## config.mk

```make
export PLATFORM = sky130hd
export DESIGN_NAME = imem_boot_loader
export DESIGN_NICKNAME = d
export VERILOG_FILES = /design/src/rtl/imem_boot_loader_pkg.sv /design/src/rtl/boot_word_packer.sv /design/src/rtl/imem_boot_loader.sv
export SDC_FILE = /design/constraint.sdc
export NUM_CORES = 1
export LEC_CHECK = 0
export CAP_MARGIN = 15
export CORE_MARGIN = 2
export CORE_UTILIZATION = 50
export CTS_CLUSTER_SIZE = 28
export DETAILED_ROUTE_END_ITERATION = 16
export HOLD_SLACK_MARGIN = 0.02
export PLACE_DENSITY = 0.75
export SETUP_SLACK_MARGIN = 0.15
export SLEW_MARGIN = 25
export SYNTH_ARGS = -nofsm -noshare
export SYNTH_HDL_FRONTEND = slang
export SYNTH_HIERARCHICAL = 1
export SYNTH_SLANG_ARGS = --single-unit
```

## constraint.sdc

```tcl
create_clock -name clk -period 2.2 [get_ports clk]
set_clock_uncertainty 0.1 [all_clocks]
set_input_delay 0.22 -clock clk [delete_from_list [all_inputs] [get_ports clk]]
set_output_delay 0.22 -clock clk [all_outputs]
set_load 0.01 [all_outputs]
```

## src/rtl/imem_boot_loader_pkg.sv

```systemverilog
// Shared constants for the instruction-memory boot loader: frame magic, field widths
// and the FSM state encoding.
package imem_boot_loader_pkg;

  localparam logic [7:0] BOOT_MAGIC     = 8'hA5;
  localparam int         BYTE_W         = 8;
  localparam int         WORD_W         = 32;
  localparam int         LEN_W          = 16;
  localparam int         BYTES_PER_WORD = WORD_W / BYTE_W;

  typedef logic [2:0] state_t;

  localparam state_t ST_IDLE   = 3'd0;
  localparam state_t ST_LEN_HI = 3'd1;
  localparam state_t ST_LEN_LO = 3'd2;
  localparam state_t ST_DATA   = 3'd3;
  localparam state_t ST_CSUM   = 3'd4;
  localparam state_t ST_DONE   = 3'd5;
  localparam state_t ST_ERROR  = 3'd6;

  // States in which a partially received frame is live and the idle timer runs.
  function automatic logic in_frame(input state_t s);
    return (s == ST_LEN_HI) || (s == ST_LEN_LO) || (s == ST_DATA) || (s == ST_CSUM);
  endfunction

endpackage

```

## src/rtl/boot_word_packer.sv

```systemverilog
// Assembles MSB-first bytes into 32-bit words; word_valid pulses for one cycle
// immediately after the edge that accepted a word's 4th byte.
module boot_word_packer
  import imem_boot_loader_pkg::*;
(
  input  logic              clk,
  input  logic              reset,
  input  logic              clear,
  input  logic              byte_valid,
  input  logic [BYTE_W-1:0] byte_data,
  output logic              last_byte,
  output logic              word_valid,
  output logic [WORD_W-1:0] word_data
);

  logic [1:0]                byte_cnt;
  logic [WORD_W-BYTE_W-1:0]  shift;

  assign last_byte = (byte_cnt == 2'd3);

  // NOTE: state registers use non-blocking assignments so every flop samples the
  // pre-edge value of its neighbours, independent of statement order.
  always_ff @(posedge clk) begin
    if (reset) begin
      byte_cnt   <= '0;
      shift      <= '0;
      word_valid <= 1'b0;
      word_data  <= '0;
    end else if (clear) begin
      // word_data is left alone: it only holds the last word already written.
      byte_cnt   <= '0;
      shift      <= '0;
      word_valid <= 1'b0;
    end else begin
      word_valid <= byte_valid && last_byte;
      if (byte_valid) begin
        byte_cnt <= byte_cnt + 2'd1;
        if (last_byte)
          word_data <= {shift, byte_data};
        else
          shift <= {shift[WORD_W-2*BYTE_W-1:0], byte_data};
      end
    end
  end

endmodule

```

## src/rtl/imem_boot_loader.sv

```systemverilog
// Receives a framed program image over a byte stream, writes it into instruction
// memory and releases the core from reset once the checksum has been verified.
module imem_boot_loader
  import imem_boot_loader_pkg::*;
#(
  parameter int DEPTH   = 32,
  parameter int ADDR_W  = $clog2(DEPTH),
  parameter int TIMEOUT = 1024
) (
  input  logic              clk,
  input  logic              reset,
  input  logic              rx_valid,
  input  logic [BYTE_W-1:0] rx_data,
  output logic              rx_ready,
  output logic              imem_we,
  output logic [ADDR_W-1:0] imem_addr,
  output logic [WORD_W-1:0] imem_wdata,
  output logic              core_reset,
  output logic              load_done,
  output logic              load_err
);

  localparam int CNT_W = ADDR_W + 1;
  localparam int TO_W  = $clog2(TIMEOUT + 1);

  state_t             state;
  logic [BYTE_W-1:0]  len_hi;
  logic [CNT_W-1:0]   word_total;
  logic [CNT_W-1:0]   word_cnt;
  logic [BYTE_W-1:0]  csum;
  logic [TO_W-1:0]    idle_cnt;

  logic               accept;
  logic               timeout;
  logic               last_byte;
  logic [LEN_W-1:0]   len_word;

  assign rx_ready   = (state != ST_DONE) && (state != ST_ERROR);
  assign core_reset = (state != ST_DONE);
  assign load_done  = (state == ST_DONE);
  assign load_err   = (state == ST_ERROR);

  assign accept   = rx_valid && rx_ready;
  assign len_word = {len_hi, rx_data};
  assign timeout  = in_frame(state) && !accept && (idle_cnt == TO_W'(TIMEOUT - 1));

  boot_word_packer u_packer (
    .clk        (clk),
    .reset      (reset),
    .clear      (timeout),
    .byte_valid (accept && (state == ST_DATA)),
    .byte_data  (rx_data),
    .last_byte  (last_byte),
    .word_valid (imem_we),
    .word_data  (imem_wdata)
  );

  always_ff @(posedge clk) begin
    if (reset) begin
      state      <= ST_IDLE;
      len_hi     <= '0;
      word_total <= '0;
      word_cnt   <= '0;
      csum       <= '0;
      idle_cnt   <= '0;
      imem_addr  <= '0;
    end else if (timeout) begin
      // Abandon the frame; words already written stay in memory.
      state    <= ST_IDLE;
      word_cnt <= '0;
      csum     <= '0;
      idle_cnt <= '0;
    end else begin
      idle_cnt <= (in_frame(state) && !accept) ? idle_cnt + TO_W'(1) : '0;
      if (accept) begin
        case (state)
          ST_IDLE: begin
            if (rx_data == BOOT_MAGIC) begin
              state    <= ST_LEN_HI;
              csum     <= '0;
              word_cnt <= '0;
            end
          end
          ST_LEN_HI: begin
            len_hi <= rx_data;
            csum   <= csum ^ rx_data;
            state  <= ST_LEN_LO;
          end
          ST_LEN_LO: begin
            csum       <= csum ^ rx_data;
            word_total <= len_word[CNT_W-1:0];
            if (len_word > LEN_W'(DEPTH))
              state <= ST_ERROR;
            else if (len_word == '0)
              state <= ST_CSUM;
            else
              state <= ST_DATA;
          end
          ST_DATA: begin
            csum <= csum ^ rx_data;
            if (last_byte) begin
              imem_addr <= word_cnt[ADDR_W-1:0];
              word_cnt  <= word_cnt + CNT_W'(1);
              if (word_cnt + CNT_W'(1) == word_total)
                state <= ST_CSUM;
            end
          end
          ST_CSUM: state <= (rx_data == csum) ? ST_DONE : ST_ERROR;
          default: ;
        endcase
      end
    end
  end

endmodule

```

==> results.py <==
metrics = {
    "global_route": {
        "grt_util_all_layers": 0.209,
        "grt.overflow.total": 0,
        "grt_pass1_vias": 3691,
        "antenna_found_initial": 0,
        "grt_start_max_net_pins": 33,
        "grt_pass1_wl_mm": 17.0,
    },
    "power_and_ir_drop": {
        "comb_power_share": 0.113,
        "vdd_drop_max_mv": 0.261,
        "internal-power_uw": 2600,
        "power.total_uw": 3520,
        "netSwitchingFraction": 0.260,
        "p_sw_uw": 915,
        "clkPwrFrac": 0.324,
        "p_seq_frac": 0.563,
        "p_leak_uw": 0.00196,
        "powerDensity_nw_per_um2": 627,
    },
    "setup_path": {
        "cp_top_family": "simple AND/OR/NAND/NOR gates",
        "worst-r2r-cell-count": 8,
        "cpPeakStageDelay_ns": 0.41,
        "crit_type": "reg2reg",
        "cp.required_ns": 2.40,
        "endpoint_kind": "flop",
        "crit_arrival_ns": 2.23,
        "worst_setup_path_start_kind": "flop",
        "path_buf_inv": 2,
        "timing.rr.start": "state[1]",
        "worstPathMaxFanout": 11,
        "cp_cell_sequence": "or3b_4 > a211o_1 > nor2_2 > nand3b_1 > buf_12 > clkbuf_16 > nand2_1 > a21oi_2",
        "cpMaxStageDelayCell": "or3b_4",
        "rrSetupSlack_ns": 0.18,
        "r2r_end": "u_packer/word_data[9]",
    },
    "route": {
        "wl_per_cell_um": 14.3,
        "drc": 0,
        "routed.top_layer": "met4",
        "num_vias": 3821,
        "viasPerCell": 5.34,
        "drtIter0Drc": 131,
        "ant_nets": 0,
        "drtPass1Iterations": 4,
        "wl_met1_mm": 4.59,
        "routed_wl_mm": 10.3,
        "met2_wirelength_mm": 5.10,
        "met3_length_um": 386,
    },
    "place": {
        "portBuffers": 52,
        "dpl_cell_area_um2": 5290,
        "place_ws_ns": -0.188,
        "gp_congestion": 0.805,
        "hpwlAfterDp_mm": 7.28,
    },
    "clock_tree": {
        "cts.path.max_buffers": 2,
        "hold_buffers": 0,
        "clk_pin_slew_ns": 0.11,
        "cts_tree": "done",
        "cts_sinks": 106,
        "numCtsBuffers": 9,
        "insertion_delay_ns": 0.37,
        "htree_num_levels": 3,
        "cts-root-buf": "clkbuf_8",
    },
    "synthesis": {
        "syn_avg_cell_area_um2": 8.53,
        "ys_top_cells_by_area": "dfxtp_1 (46%), nand2_1 (11%), a21oi_2 (6.7%)",
        "ys_warn_count": 6,
        "syn-num-nets": 554,
        "synth-main-ff-cell": "dfxtp_1",
        "seq_area_frac_synth": 0.461,
        "synth_area_um2": 4600,
        "yosysTopAreaCell": "dfxtp_1",
        "synth_edf_count": 0,
        "synth_cell_type_count": 50,
        "async_flop_share": 0,
        "syn_inst": 539,
        "yosysTopAreaCellShare": 0.461,
        "ys_ff_latch": 106,
    },
    "timing": {
        "maxSlewHeadroom": 0.611,
        "fin_crit_sh": 0.920,
        "holdWs_ns": 0.196,
        "rsz0062_at_grt": "yes",
        "finalWorstSetupSlack_ns": 0.177,
        "slew_viol_final": 0,
        "setup-violations-final": 0,
        "worst_slew_pin_slew_ns": 0.579,
        "max_freq_mhz": 494,
        "period_needed_ns": 2.02,
        "hold_viol_final": 0,
    },
    "floorplan": {
        "rows": 34,
        "die_area_um2": 9980,
        "ios": 53,
        "die_width_um": 99.9,
        "core-area_um2": 8810,
        "die_h_um": 99.9,
        "initial_core_util": 0.522,
    },
    "min_path": {
        "hold_end": "len_hi[5]",
        "hold_depth": 2,
        "hp-class": "in2reg",
        "min_from": "reset",
    },
    "status": {
        "status": "finished, final reports clean",
    },
    "final_layout": {
        "final_nets": 618,
        "syn_to_final_growth_pct": 21.9,
        "final_area_um2": 5610,
        "post-route-util": 0.637,
        "drive_gt1_frac": 0.174,
        "num_antenna_cells": 0,
    },
    "job": {
        "maxCapViolations": 0,
    },
}
-- flip-flops by register name (all words and copies together) (netlist names) --
register	count
word_total	6
state	3
idle_cnt	11
u_packer/word_data	32
word_cnt	6
u_packer/word_valid	1
u_packer/shift	24
imem_addr	5
csum	8
u_packer/byte_cnt	2
len_hi	8
-- layout make-up --
class / count / area, um2
multi-input combinational: 394 / 2260
clock buffer: 11 / 151
fill: 773 / 3200
clock inverter: 5 / 36.3
timing repair buffer: 88 / 878
sequential: 106 / 2130
inverter: 4 / 15.0
tap: 108 / 135
-- cell usage after synthesis, drive strengths merged (2+ instances only) --
cell type,count
a21oi,78
a31oi,2
and2,2
and3,3
buf,23
clkbuf,12
dfxtp,106
ha,4
inv,4
mux2i,15
nand2,134
nand2b,2
nand3,6
nand3b,12
nand4,3
nor2,55
nor2b,3
nor3,3
nor4,2
o21ai,14
o21bai,3
o31ai,2
or3,5
or3b,2
or4,2
xnor2,12
xor2,15
-- metrics by stage --
| stage | TNS (ns) | std cells |
|---|---|---|
| floorplan | 0 | 539 |
| global placement | -2.04 | 693 |
| detailed placement | -2.59 | 693 |
| CTS | 0 | 709 |
| global route | 0 | 716 |
| finish | 0 | 716 |
-- worst max-delay path by stage --
stage | from | endpoint | slack [ns] | depth (start not counted)
6_report | state[1] | u_packer/word_data[9] | 0.18 | 8
5_1_grt | state[1] | u_packer/word_data[4] | 0.10 | 8
4_1_cts | state[1] | load_done | 0.16 | 4
3_5_place_dp | rx_data[3] | state[0] | -0.19 | 6
3_3_place_gp | rx_data[3] | state[0] | -0.17 | 6
2_1_floorplan | state[2] | u_packer/word_data[10] | 0.15 | 9
-- power by group through the flow --
stage | logic, uW | registers [uW] | clock network, uW
finish | 396 | 1980 | 1140
global route | 432 | 1990 | 1240
global placement | 359 | 2020 | 0
CTS | 372 | 1980 | 1160
floorplan | 248 | 2020 | 0
detailed placement | 368 | 2020 | 0
-- logic make-up after synthesis --
kind of cell	share of synthesized area
AND/OR/NAND/NOR	0.231
AO/OA/AOI/OAI	0.159
flip-flops	0.461
buffers and inverters	0.0541
XOR/XNOR	0.0514
multiplexers	0.0327
adder cells (fa/ha/maj)	0.0109
-- metal layers --
layer,up-vias,global-route usage
met5,-,0
met4,0,0.0664
met3,15,0.0292
met2,78,0.370
met1,1801,0.265
li1,1927,-
-- placed cells by master (no fill, tap or decap), types with 3 or more instances in the layout --
| cell type | synthesis | final |
|---|---|---|
| nand2_1 | 134 | 134 |
| o21ai_0 | 13 | 13 |
| clkbuf_8 | 0 | 11 |
| clkdlybuf4s50_1 | 0 | 45 |
| a21oi_1 | 43 | 41 |
| xnor2_1 | 12 | 12 |
| dfxtp_1 | 106 | 101 |
| dfxtp_2 | 0 | 5 |
| mux2i_1 | 15 | 15 |
| inv_1 | 4 | 4 |
| or3_1 | 5 | 5 |
| buf_12 | 0 | 5 |
| dlymetal6s2s_1 | 0 | 5 |
| a21oi_2 | 35 | 37 |
| nand4_1 | 3 | 3 |
| nand3_1 | 6 | 6 |
| nor2b_1 | 3 | 3 |
| nand3b_1 | 12 | 12 |
| and3_1 | 3 | 3 |
| ha_1 | 4 | 4 |
| xor2_1 | 15 | 15 |
| buf_4 | 1 | 28 |
| nor2_1 | 55 | 53 |
-- timing repair --
action	CTS	global route
buffers inserted	0	5
gates cloned	0	2
pin swaps	0	6
setup endpoints to repair	2	48
resized for setup	2	19
Power figures use the tool's default switching activity.
